## src/rtl/ofdm_symbol_scheduler.sv

```systemverilog
// Symbol-granular arbiter feeding the CP adder's Avalon-ST sink from preamble or payload sources.
// Optional inter-symbol idle gap enabled by defining OFDM_SCHED_GAP_EN.
module ofdm_symbol_scheduler #(
  parameter int unsigned DW      = 22,
  parameter int unsigned N_FFT   = 64,
  parameter int unsigned CW      = 10,
  parameter int unsigned MAX_PRE = 4,
  parameter int unsigned GAP_CYC = 2
) (
  input  logic          clk_clk,
  input  logic          reset_reset_n,
  input  logic [DW-1:0] pre_data,
  input  logic          pre_valid,
  output logic          pre_ready,
  input  logic [DW-1:0] pay_data,
  input  logic          pay_valid,
  output logic          pay_ready,
  output logic [DW-1:0] out_data,
  output logic          out_valid,
  input  logic          out_ready,
  output logic          out_sop,
  output logic          out_eop,
  output logic          grant_pre,
  output logic [15:0]   sym_count
);

  localparam int unsigned RW = (MAX_PRE > 1) ? $clog2(MAX_PRE + 1) : 1;

  typedef enum logic [1:0] {
    StArb,
    StXfer,
    StGap
  } state_e;

  state_e        state_q, state_d;
  logic [CW-1:0] sample_cnt_q, sample_cnt_d;
  logic [RW-1:0] pre_run_q, pre_run_d;
  logic          grant_pre_q, grant_pre_d;
  logic [15:0]   sym_count_q;
  logic          beat, last_beat;

`ifdef OFDM_SCHED_GAP_EN
  localparam int unsigned GW = (GAP_CYC > 1) ? $clog2(GAP_CYC + 1) : 1;
  logic [GW-1:0] gap_q, gap_d;
`else
  logic unused_gap_cyc;
  assign unused_gap_cyc = ^GAP_CYC;
`endif

  always_comb begin
    state_d      = state_q;
    sample_cnt_d = sample_cnt_q;
    pre_run_d    = pre_run_q;
    grant_pre_d  = grant_pre_q;
    pre_ready    = 1'b0;
    pay_ready    = 1'b0;
    out_valid    = 1'b0;
    out_data     = '0;
    out_sop      = 1'b0;
    out_eop      = 1'b0;
    beat         = 1'b0;
    last_beat    = 1'b0;
`ifdef OFDM_SCHED_GAP_EN
    gap_d        = gap_q;
`endif
    unique case (state_q)
      StArb: begin
        // Preamble wins ties until it has held MAX_PRE symbols in a row.
        if (pre_valid && (!pay_valid || (pre_run_q < RW'(MAX_PRE)))) begin
          grant_pre_d = 1'b1;
          state_d     = StXfer;
          if (pre_run_q != RW'(MAX_PRE)) pre_run_d = pre_run_q + 1'b1;
        end else if (pay_valid) begin
          grant_pre_d = 1'b0;
          pre_run_d   = '0;
          state_d     = StXfer;
        end
      end
      StXfer: begin
        out_valid = grant_pre_q ? pre_valid : pay_valid;
        out_data  = grant_pre_q ? pre_data : pay_data;
        pre_ready = grant_pre_q & out_ready;
        pay_ready = ~grant_pre_q & out_ready;
        out_sop   = out_valid && (sample_cnt_q == '0);
        out_eop   = out_valid && (sample_cnt_q == CW'(N_FFT - 1));
        beat      = out_valid & out_ready;
        last_beat = beat && (sample_cnt_q == CW'(N_FFT - 1));
        if (beat) sample_cnt_d = last_beat ? '0 : sample_cnt_q + 1'b1;
        if (last_beat) begin
`ifdef OFDM_SCHED_GAP_EN
          if (GAP_CYC != 0) begin
            state_d = StGap;
            gap_d   = GW'(GAP_CYC);
          end else begin
            state_d = StArb;
          end
`else
          state_d = StArb;
`endif
        end
      end
`ifdef OFDM_SCHED_GAP_EN
      StGap: begin
        gap_d = gap_q - 1'b1;
        if (gap_q <= GW'(1)) state_d = StArb;
      end
`endif
      default: state_d = StArb;
    endcase
  end

  always_ff @(posedge clk_clk or negedge reset_reset_n) begin
    if (!reset_reset_n) begin
      state_q      <= StArb;
      sample_cnt_q <= '0;
      pre_run_q    <= '0;
      grant_pre_q  <= 1'b0;
      sym_count_q  <= '0;
    end else begin
      state_q      <= state_d;
      sample_cnt_q <= sample_cnt_d;
      pre_run_q    <= pre_run_d;
      grant_pre_q  <= grant_pre_d;
      if (last_beat) sym_count_q <= sym_count_q + 16'd1;
    end
  end

`ifdef OFDM_SCHED_GAP_EN
  always_ff @(posedge clk_clk or negedge reset_reset_n) begin
    if (!reset_reset_n) begin
      gap_q <= '0;
    end else begin
      gap_q <= gap_d;
    end
  end
`endif

  assign grant_pre = grant_pre_q;
  assign sym_count = sym_count_q;

endmodule

```

## config.mk

```make
export PLATFORM = sky130hd
export DESIGN_NAME = ofdm_symbol_scheduler
export DESIGN_NICKNAME = d
export VERILOG_FILES = /design/src/rtl/ofdm_symbol_scheduler.sv
export SDC_FILE = /design/constraint.sdc
export NUM_CORES = 1
export LEC_CHECK = 0
export ABC_AREA = 1
export CAP_MARGIN = 10
export CORE_MARGIN = 10
export CORE_UTILIZATION = 42
export CTS_CLUSTER_DIAMETER = 200
export DETAILED_ROUTE_END_ITERATION = 10
export GPL_TIMING_DRIVEN = 0
export PLACE_DENSITY = 0.9
export SLEW_MARGIN = 30
export SYNTH_ARGS = -nofsm -noshare
export SYNTH_HDL_FRONTEND = slang
export SYNTH_SLANG_ARGS = --single-unit
```

## constraint.sdc

```tcl
create_clock -name clk_clk -period 2.7 [get_ports clk_clk]
set_input_delay 0.54 -clock clk_clk [delete_from_list [all_inputs] [get_ports clk_clk]]
set_output_delay 0.54 -clock clk_clk [all_outputs]
set_load 0.01 [all_outputs]
```

==> summary.txt, run 1 <==
Run status
  – Outcome: finished clean

Die
  – Chip Height: 92.8 um
  – Starting density of the core: 43.5%
  – Full die area: 0.00860 sq mm
  – Row Count: 26
  – X dimension of the die: 92.8 um
  – CORE AREA: 0.00511 sq mm
  – Ports placed on the boundary: 93

Placement
  – Cell count after placement: 496
  – GP Congestion: 0.863
  – HPWL after detailed placement: 5.89 mm
  – Count of input and output buffers: 92

Critical path
  – Launching point of the worst reg2reg path: sample_cnt_q[0]
  – CP startpoint kind: flop
  – Highest net fanout along the worst path: 10
  – CP cell instances: buf_4 -> clkbuf_1 -> nand2_1 -> a21oi_1 -> clkdlybuf4s50_1
  – Delay contributed by the slowest stage of the critical path: 0.57 ns
  – Minimum setup slack among reg-to-reg paths: 1.04 ns
  – Critical Path Start: grant_pre
  – Kind of end point of the critical path: output pin
  – Arrival time reported for the critical path endpoint: 2.08 ns
  – Crit path kind: reg2out
  – Required time reported for the critical path endpoint: 2.16 ns
  – Slowest library cell on the worst path: sky130_fd_sc_hd__clkdlybuf4s50_1

Global route
  – Via count of the first global-routing pass: 2439
  – Global-route usage over all layers: 16.7%
  – Pin count of the biggest net entering global routing: 17
  – Global-route wire length before repair: 11.7 mm
  – Initial antenna violation count: 0
  – Congestion Overflow GR: 0

Yosys
  – Fraction of the mapped netlist area in compound gates: 10.4%
  – Area share of the leading cell type in the synthesized netlist: 34.9%
  – Share of cell area taken by muxes after synthesis: 0%
  – Post-synth cell types: 33
  – Xor and xnor fraction of the mapped netlist area: 4.33%
  – Mean instance size in the synthesized netlist: 6.68 sq um
  – Post-Synthesis Cells: 333
  – Cell type contributing the most total cell area after synthesis: sky130_fd_sc_hd__dfrtp_1
  – Largest family of logic cells by synthesized area: simple AND/OR/NAND/NOR gates
  – Simple-gate share of the synthesized area: 39.5%
  – Summed instance area of the synthesized netlist: 0.00222 sq mm
  – Seq/Total Area, Yosys: 34.9%
  – Adder-Cell Fraction of Synth Area: 2.81%
  – Number of warnings reported in the yosys synthesis log: 0
  – Post-synth net total: 387
  – Leading post-synthesis cells by cell area: sky130_fd_sc_hd__dfrtp_1 (35%), sky130_fd_sc_hd__nand2_1 (22%), sky130_fd_sc_hd__a21oi_1 (5.6%)
  – Count of state elements after synthesis: 31

Finish
  – Fill cell count: 435
  – Fraction of layout cells with a size suffix above 1: 7.62%
  – P&R area growth vs syn: 51.6%
  – Area of combinational cells with multiple inputs: 0.00128 sq mm
  – Count of antenna diodes in the layout: 0
  – Most common library cell in the layout ignoring fill and taps: sky130_fd_sc_hd__nand2_1
  – Combined flip-flop and latch cell area: 776 sq um
  – Layout Utilization: 66.0%
  – Final instance count without filler cells: 503
  – Commonest cells after routing, fill and taps aside: sky130_fd_sc_hd__nand2_1 (131), sky130_fd_sc_hd__clkdlybuf4s50_1 (89), sky130_fd_sc_hd__dfrtp_1 (31), sky130_fd_sc_hd__inv_1 (30), sky130_fd_sc_hd__nor2_1 (27)
  – Number of nets at the end of the flow: 487

Clocking
  – Quantity of hold-fixing buffers added after cts: 0
  – Cts bufs inserted: 5
  – Clock root buffer: sky130_fd_sc_hd__clkbuf_8
  – Post-cts gate resize count: 3
  – Worst-skew pair later-pin latency: 0.29 ns
  – TritonCTS sink count: 31
  – Maximum count of clock buffers along a single path: 2
  – Level count of the clock H-tree: 2
  – # Post-CTS Setup Buffers: 0
  – CTS tree: yes
  – Clk pin slew, worst setup/hold paths: 0.07 ns

Drt
  – Drt total wl: 7.28 mm
  – Residual antenna-violating net count after detailed routing: 0
  – Via density: 4.88
  – Vias: 2453
  – DR WL/cell: 14.5 um
  – DRT iter0 DRCs: 112
  – DRC violations left: 0
  – Number of detailed-route iterations in the first pass: 5

Timing
  – Fin crit share: 97.1%
  – Shortest period the worst path allows: 2.62 ns
  – Max Clock Skew: 0.0141 ns
  – Final count of hold timing violations: 0
  – Fin. max-slew vios: 0
  – Worst slew margin relative to its limit: 68.2%
  – Final setup violation count: 0
  – Setup repair after global routing missed its margin: false
  – Max Clk Rate: 381 MHz
  – Worst slew pin tran: 0.472 ns

Power and ir drop
  – Peak VDD IR: 0.470 mV
  – Power per cell area: 733 mW/mm^2
  – Leakage Power: 1.57 nW

Hold path
  – Hold WC Path Type: in2async

Run
  – Max-capacitance violation count: 0
-- layer usage --
metal | track usage (%) | vias up | share of wire (%) | wire, um
met5 | 0 | - | 0 | 0
met4 | 6.17 | 0 | 1.6 | 116
met3 | 3.55 | 12 | 4.2 | 305
met2 | 32.5 | 49 | 57 | 4160
met1 | 17.0 | 1141 | 37 | 2700
li1 | - | 1251 | - | -
-- state kept, by name, indices dropped and copies added, names as in the netlist --
register      cells
sym_count        16
state_q           1
grant_pre         1
pre_run_q         3
sample_cnt_q     10
-- stage by stage --
step	setup slack (ns)	TNS, ns	area [sq um]	hold slack, ns	power [mW]
floorplan	0.851	0	2220	0.244	1.41
global placement	-0.192	-0.192	3230	0.486	1.97
detailed placement	-0.230	-0.230	3250	0.507	2.02
CTS	0.0113	0	3360	0.195	2.48
global route	0.00858	0	3370	0.210	2.65
finish	0.0777	0	3370	0.186	2.47
-- final cells by class --
cell class	instances	share of cell area [%]
timing repair buffer	93	28.0
sequential	31	23.0
inverter	35	3.90
tap	70	2.60
clock inverter	1	0.891
clock buffer	6	2.15
buffer	9	1.56
multi-input combinational	258	37.9
-- cell families after synthesis --
family	after synthesis
simple gates	201
buf+inv	44
compound gates	41
flops	31
xor+xnor	11
fa+ha+maj	5
-- worst max-delay path: cells and delay by family, from the launching register on --
kind / cells / cell delay (ns)
AOI/OAI and AO/OA: 1 / 0.20
buffers and inverters: 3 / 1.11
and+or+nand+nor: 1 / 0.11
DFF: 1 / 0.37
-- path summary, 6_finish.rpt --
kind,end,cells after the start
worst max-delay path,out_data[11],5
worst min-delay path,sym_count[3],1
worst max register to register,sym_count[8],9
worst min register to register,sample_cnt_q[9],2
max in group asynchronous,sym_count[9],2
min in group clk_clk,sample_cnt_q[9],2
-- cells in the mapped netlist (all sizes together) --
cell type  instances
nor2              31
nand4              5
o21a               1
ha                 5
inv               34
buf                5
nor4b              1
clkinv             1
a21oi             25
a21boi             1
a31oi              1
o21ai             13
or2                1
nand3b             2
xnor2              7
nor3               5
clkbuf             4
nand2            136
dfrtp             31
nand3             20
xor2               4
-- power breakdown --
| group | internal [mW] | switching [mW] |
|---|---|---|
| clock | 0.270 | 0.176 |
| combinational | 0.622 | 0.731 |
| sequential | 0.566 | 0.105 |
| total | 1.46 | 1.01 |
No activity file was read; power rests on OpenSTA's default activity.
==> inputs of run 2 (changes only) <==
--- a/config.mk
+++ b/config.mk
@@ -9,6 +9,7 @@
 export CAP_MARGIN = 10
 export CORE_MARGIN = 10
 export CORE_UTILIZATION = 42
+export CTS_BUF_LIST = sky130_fd_sc_hd__clkbuf_8 sky130_fd_sc_hd__clkbuf_16
 export CTS_CLUSTER_DIAMETER = 200
 export DETAILED_ROUTE_END_ITERATION = 10
 export GPL_TIMING_DRIVEN = 0
==> summary.txt, run 2 (synthesis results as in run 1) <==
Run status
  – Outcome: finished clean

Die
  – Full die area: 0.00860 sq mm (unchanged)
  – CORE AREA: 0.00511 sq mm (unchanged)
  – X dimension of the die: 92.8 um (unchanged)
  – Ports placed on the boundary: 93 (unchanged)
  – Row Count: 26 (unchanged)
  – Starting density of the core: 43.5% (unchanged)
  – Chip Height: 92.8 um (unchanged)

Clocking
  – Maximum count of clock buffers along a single path: 2 (unchanged)
  – Clock root buffer: sky130_fd_sc_hd__clkbuf_8
  – Level count of the clock H-tree: 2 (unchanged)
  – Quantity of hold-fixing buffers added after cts: 0 (unchanged)
  – Clk pin slew, worst setup/hold paths: 0.07 ns (about the same)
  – # Post-CTS Setup Buffers: 0 (unchanged)
  – Worst-skew pair later-pin latency: 0.29 ns (about the same)
  – Cts bufs inserted: 5 (unchanged)
  – CTS tree: yes
  – TritonCTS sink count: 31 (unchanged)

Global route
  – Initial antenna violation count: 0 (unchanged)
  – Via count of the first global-routing pass: 2439 (unchanged)
  – Global-route usage over all layers: 16.7% (unchanged)
  – Pin count of the biggest net entering global routing: 17 (unchanged)
  – Met2 track utilization from global routing: 32.5% (unchanged)
  – Congestion Overflow GR: 0 (unchanged)
  – Met3 Resource Use GR: 3.55% (unchanged)
  – Global-route wire length before repair: 11.7 mm (unchanged)
  – Peak-usage layer in the global routing report: met2
  – Met1 demand-to-capacity share in global routing: 17.0% (unchanged)

Critical path
  – Cell class contributing the biggest share of worst-path delay: buffers and inverters
  – Slowest library cell on the worst path: sky130_fd_sc_hd__clkdlybuf4s50_1
  – Crit path kind: reg2out
  – Highest net fanout along the worst path: 10 (unchanged)
  – Kind of end point of the critical path: output pin
  – Required time reported for the critical path endpoint: 2.16 ns (about the same)
  – CP Buf/Inv Count: 3 (unchanged)
  – Minimum setup slack among reg-to-reg paths: 1.04 ns (about the same)
  – Reg2Reg Capture Point: sym_count[8]
  – Reg2reg path depth: 9 (unchanged)
  – Launching point of the worst reg2reg path: sample_cnt_q[0]
  – CP cell instances: buf_4 -> clkbuf_1 -> nand2_1 -> a21oi_1 -> clkdlybuf4s50_1
  – Arrival time reported for the critical path endpoint: 2.08 ns (about the same)
  – Delay contributed by the slowest stage of the critical path: 0.57 ns (about the same)
  – CP startpoint kind: flop

Finish
  – Most common library cell in the layout ignoring fill and taps: sky130_fd_sc_hd__nand2_1
  – Number of nets at the end of the flow: 487 (unchanged)
  – Count of antenna diodes in the layout: 0 (unchanged)
  – Commonest cells after routing, fill and taps aside: sky130_fd_sc_hd__nand2_1 (131), sky130_fd_sc_hd__clkdlybuf4s50_1 (89), sky130_fd_sc_hd__inv_1 (31), sky130_fd_sc_hd__dfrtp_1 (31), sky130_fd_sc_hd__nor2_1 (27)
  – Final instance count without filler cells: 503 (unchanged)
  – P&R area growth vs syn: 51.6% (unchanged)
  – Fill cell count: 435 (unchanged)
  – Layout Utilization: 66.0% (unchanged)
  – Max reg flops: 16 (unchanged)
  – Fraction of layout cells with a size suffix above 1: 7.62% (unchanged)

Hold path
  – Hold WC Path Type: in2async

Placement
  – Count of input and output buffers: 92 (unchanged)
  – Cell count after placement: 496 (unchanged)
  – HPWL after detailed placement: 5.89 mm (unchanged)
  – GP Congestion: 0.863 (unchanged)

Drt
  – Residual antenna-violating net count after detailed routing: 0 (unchanged)
  – Drt total wl: 7.27 mm (-0.21%)
  – Via density: 4.88 (unchanged)
  – Vias: 2453 (unchanged)
  – DR WL/cell: 14.5 um (-0.21%)
  – DRC violations left: 0 (unchanged)
  – Number of detailed-route iterations in the first pass: 5 (unchanged)
  – DRT iter0 DRCs: 119 (+6.3%)

Timing
  – Max Clock Skew: 0.0135 ns (-0.000594 ns)
  – Final setup violation count: 0 (unchanged)
  – Setup repair after global routing missed its margin: false
  – Worst slew pin tran: 0.472 ns (unchanged)
  – Fin. max-slew vios: 0 (unchanged)
  – Final count of hold timing violations: 0 (unchanged)
  – Fin crit share: 97.1% (about the same)
  – Max Clk Rate: 381 MHz (about the same)
  – Worst slew margin relative to its limit: 68.2% (unchanged)
  – Sum of negative setup slack: 0 ns (unchanged)
  – Hold WS: 0.188 ns (+0.00175 ns)
  – Shortest period the worst path allows: 2.62 ns (-0.000208 ns)

Run
  – Max-capacitance violation count: 0 (unchanged)

Power and ir drop
  – Power per cell area: 731 mW/mm^2 (-0.20%)
  – Power consumption: 2.47 mW (-0.20%)
  – Leakage Power: 1.57 nW (+0.26%)
  – Peak VDD IR: 0.470 mV (about the same)
run 2: cell count changes in the layout (fill, tap and decap cells not counted), sizes merged:
cell    change
clkbuf      -1
inv         +1
run 2: how the worst max path moves through the flow:
| stage | cells after the start | from | slack, ns | endpoint |
|---|---|---|---|---|
| 2_1_floorplan | 4 | grant_pre | 0.85 | out_sop |
| 3_3_place_gp | 6 | pay_valid | -0.19 | out_sop |
| 3_5_place_dp | 6 | pay_valid | -0.23 | out_sop |
| 4_1_cts | 6 | pay_valid | 0.01 | out_eop |
| 5_1_grt | 5 | grant_pre | 0.008 | out_data[11] |
| 6_report | 5 | grant_pre | 0.08 | out_data[11] |
run 2: cell type report:
| class | count | area [sq um] | area share, % |
|---|---|---|---|
| inverters | 35 | 131 | 3.90 |
| clock inverters | 2 | 33.8 | 1.00 |
| clock buffers | 5 | 68.8 | 2.04 |
| flip-flops and latches | 31 | 776 | 23.0 |
| repair buffers | 93 | 945 | 28.0 |
| well taps | 70 | 87.6 | 2.60 |
| multi-input cells | 258 | 1280 | 37.9 |
| plain buffers | 9 | 52.6 | 1.56 |
run 2: metal layers:
layer,part of all wire [%],vias to the layer above
met2,57,50
met1,37,1139
met5,0,-
li1,-,1251
met4,1.7,0
met3,4.2,13
run 2: metrics by stage:
step	setup WS [ns]	area [sq um]
global route	0.00799	3370
finish	0.0779	3370
detailed placement	-0.230	3250
global placement	-0.192	3230
CTS	0.0113	3360
floorplan	0.851	2220
run 2: what timing repair did:
| action | CTS | global route |
|---|---|---|
| setup endpoints to repair | 12 | 11 |
| endpoints found under the hold margin | 0 | 0 |
| gates resized for setup | 3 | 5 |
run 2: power by group:
part	total, mW	switching (mW)	leakage, nW	internal [mW]
registers	0.671	0.105	0.400	0.566
clock network	0.441	0.175	0.0554	0.266
logic	1.35	0.731	1.12	0.622
total	2.47	1.01	1.57	1.45
==> inputs of run 3 (changes only) <==
==> constraint.sdc (replaced) <==
create_clock -name clk_clk -period 2.7 [get_ports clk_clk]
set_input_delay 0.81 -clock clk_clk [delete_from_list [all_inputs] [get_ports clk_clk]]
set_output_delay 0.81 -clock clk_clk [all_outputs]
set_load 0.01 [all_outputs]
==> summary.txt, run 3 (synthesis results as in run 1) <==
Run status
  – Outcome: finished clean

Drt
  – DR WL/cell: 14.3 um (-1.1%)
  – DRC violations left: 0 (unchanged)
  – Drt total wl: 7.22 mm (-0.69%)
  – Via density: 4.87 (-0.23%)
  – Vias: 2457 (+0.16%)
  – DRT iter0 DRCs: 99 (-17%)
  – Number of detailed-route iterations in the first pass: 4 (-1)
  – Residual antenna-violating net count after detailed routing: 0 (unchanged)

Critical path
  – Minimum setup slack among reg-to-reg paths: 1.04 ns (about the same)
  – Reg2reg path depth: 9 (unchanged)
  – Kind of end point of the critical path: output pin
  – CP cell instances: clkdlybuf4s50_1 -> nand2_1 -> nor2_1 -> clkdlybuf4s15_1
  – CP startpoint kind: input port
  – Crit path kind: in2out
  – Highest net fanout along the worst path: 4 (-6)
  – Launching point of the worst reg2reg path: sample_cnt_q[0]
  – Arrival time reported for the critical path endpoint: 1.84 ns (-0.24 ns)
  – Reg2Reg Capture Point: sym_count[8]
  – Delay contributed by the slowest stage of the critical path: 0.53 ns (-0.04 ns)
  – Required time reported for the critical path endpoint: 1.89 ns (-0.27 ns)
  – Slowest library cell on the worst path: sky130_fd_sc_hd__clkdlybuf4s50_1

Die
  – X dimension of the die: 92.8 um (unchanged)
  – CORE AREA: 0.00511 sq mm (unchanged)
  – Row Count: 26 (unchanged)
  – Full die area: 0.00860 sq mm (unchanged)
  – Chip Height: 92.8 um (unchanged)
  – Starting density of the core: 43.5% (unchanged)
  – Ports placed on the boundary: 93 (unchanged)

Global route
  – Global-route usage over all layers: 16.8% (+0.033 points)
  – Initial antenna violation count: 0 (unchanged)
  – Global-route wire length before repair: 11.7 mm (+0.12%)
  – Pin count of the biggest net entering global routing: 17 (unchanged)
  – Congestion Overflow GR: 0 (unchanged)
  – Via count of the first global-routing pass: 2437 (-0.082%)

Clocking
  – Clk pin slew, worst setup/hold paths: 0.07 ns (about the same)
  – Cts bufs inserted: 5 (unchanged)
  – Level count of the clock H-tree: 2 (unchanged)
  – TritonCTS sink count: 31 (unchanged)
  – CTS tree: yes
  – Clock root buffer: sky130_fd_sc_hd__clkbuf_8
  – Quantity of hold-fixing buffers added after cts: 0 (unchanged)
  – Worst-skew pair later-pin latency: 0.29 ns (about the same)
  – Maximum count of clock buffers along a single path: 2 (unchanged)

Finish
  – Most common library cell in the layout ignoring fill and taps: sky130_fd_sc_hd__nand2_1
  – Count of antenna diodes in the layout: 0 (unchanged)
  – Max reg flops: 16 (unchanged)
  – Commonest cells after routing, fill and taps aside: sky130_fd_sc_hd__nand2_1 (130), sky130_fd_sc_hd__clkdlybuf4s50_1 (62), sky130_fd_sc_hd__inv_1 (31), sky130_fd_sc_hd__dfrtp_1 (31), sky130_fd_sc_hd__nor2_1 (27)
  – Layout Utilization: 65.6% (-0.44 points)
  – P&R area growth vs syn: 50.6%
  – Number of nets at the end of the flow: 489 (+0.41%)
  – Fraction of layout cells with a size suffix above 1: 8.97% (+1.3 points)

Timing
  – Fin. max-slew vios: 0 (unchanged)
  – Setup repair after global routing missed its margin: false
  – Worst slew pin tran: 0.474 ns (+0.00178 ns)
  – Fin crit share: 98.1% (+1.0 points)
  – Hold WS: 0.459 ns (+0.271 ns)
  – Shortest period the worst path allows: 2.65 ns (+0.0270 ns)
  – Max Clk Rate: 377 MHz (-1.0%)
  – Max Clock Skew: 0.0126 ns (-0.000852 ns)
  – Worst slew margin relative to its limit: 68.1% (-0.12 points)
  – Final count of hold timing violations: 0 (unchanged)
  – Final setup violation count: 0 (unchanged)

Power and ir drop
  – Peak VDD IR: 0.395 mV (-16%)
  – Leakage Power: 1.61 nW (+2.4%)
  – Power per cell area: 704 mW/mm^2 (-3.7%)

Placement
  – Count of input and output buffers: 92 (unchanged)
  – HPWL after detailed placement: 5.89 mm (unchanged)
  – GP Congestion: 0.863 (unchanged)

Run
  – Max-capacitance violation count: 0 (unchanged)

Hold path
  – Hold WC Path Type: in2async
==> run 3: cell types whose count changed in the layout (fill, tap and decap cells not counted), moves of 2 or more <==
cell	before	now
sky130_fd_sc_hd__clkdlybuf4s50_1	89	62
sky130_fd_sc_hd__clkdlybuf4s15_1	0	2
sky130_fd_sc_hd__dlygate4sd2_1	1	24
sky130_fd_sc_hd__buf_4	2	4
==> run 3: worst max-delay path, delay by kind of cell <==
kind                   cells  cell delay [ns]
buffers and inverters      2             0.80
and+or+nand+nor            2             0.23
==> run 3: cell type report <==
| type | instances | area [sq um] |
|---|---|---|
| repair buffers | 95 | 920 |
| well taps | 70 | 87.6 |
| flip-flops and latches | 31 | 776 |
| inverters | 35 | 131 |
| multi-input cells | 258 | 1280 |
| fillers | 454 | 1760 |
| plain buffers | 9 | 52.6 |
| clock inverters | 2 | 33.8 |
| clock buffers | 5 | 68.8 |
==> run 3: layer usage <==
metal	GRT usage (%)	share of wire, %	vias to the layer above
met1	17.1	36	1115
met4	6.17	1.8	0
li1	-	-	1260
met5	0	0	-
met2	32.4	57	67
met3	3.55	5.3	15
==> run 3: how the worst max path moves through the flow <==
stage,endpoint,startpoint
floorplan,out_sop,pay_valid
global placement,out_sop,pay_valid
detailed placement,out_sop,pay_valid
CTS,pay_ready,out_ready
global route,out_sop,pay_valid
finish,pre_ready,out_ready
==> run 3: where the power goes <==
part	switching, mW	internal, mW	total, mW	leakage [nW]
registers	0.104	0.566	0.670	0.400
clock network	0.175	0.266	0.442	0.0554
logic	0.725	0.521	1.25	1.16
total	1.00	1.35	2.36	1.61
==> run 3: metrics by stage <==
step                TNS, ns  cells  worst slack [ns]  total power [mW]  instance area (sq um)
global route              0    505           0.00208              2.55                   3350
CTS                       0    503            0.0142              2.36                   3330
detailed placement    -5.74    496            -0.770              2.02                   3250
global placement      -5.35    495            -0.732              1.97                   3230
finish                    0    505            0.0508              2.36                   3350
floorplan                 0    333             0.339              1.41                   2220
==> run 3: timing repair <==
action                                  in CTS  in global routing
gates resized for setup                     41                  4
pin swaps                                    0                  1
buffers inserted                             0                  2
endpoints found under the hold margin        0                  0
endpoints found under the setup margin      27                  3
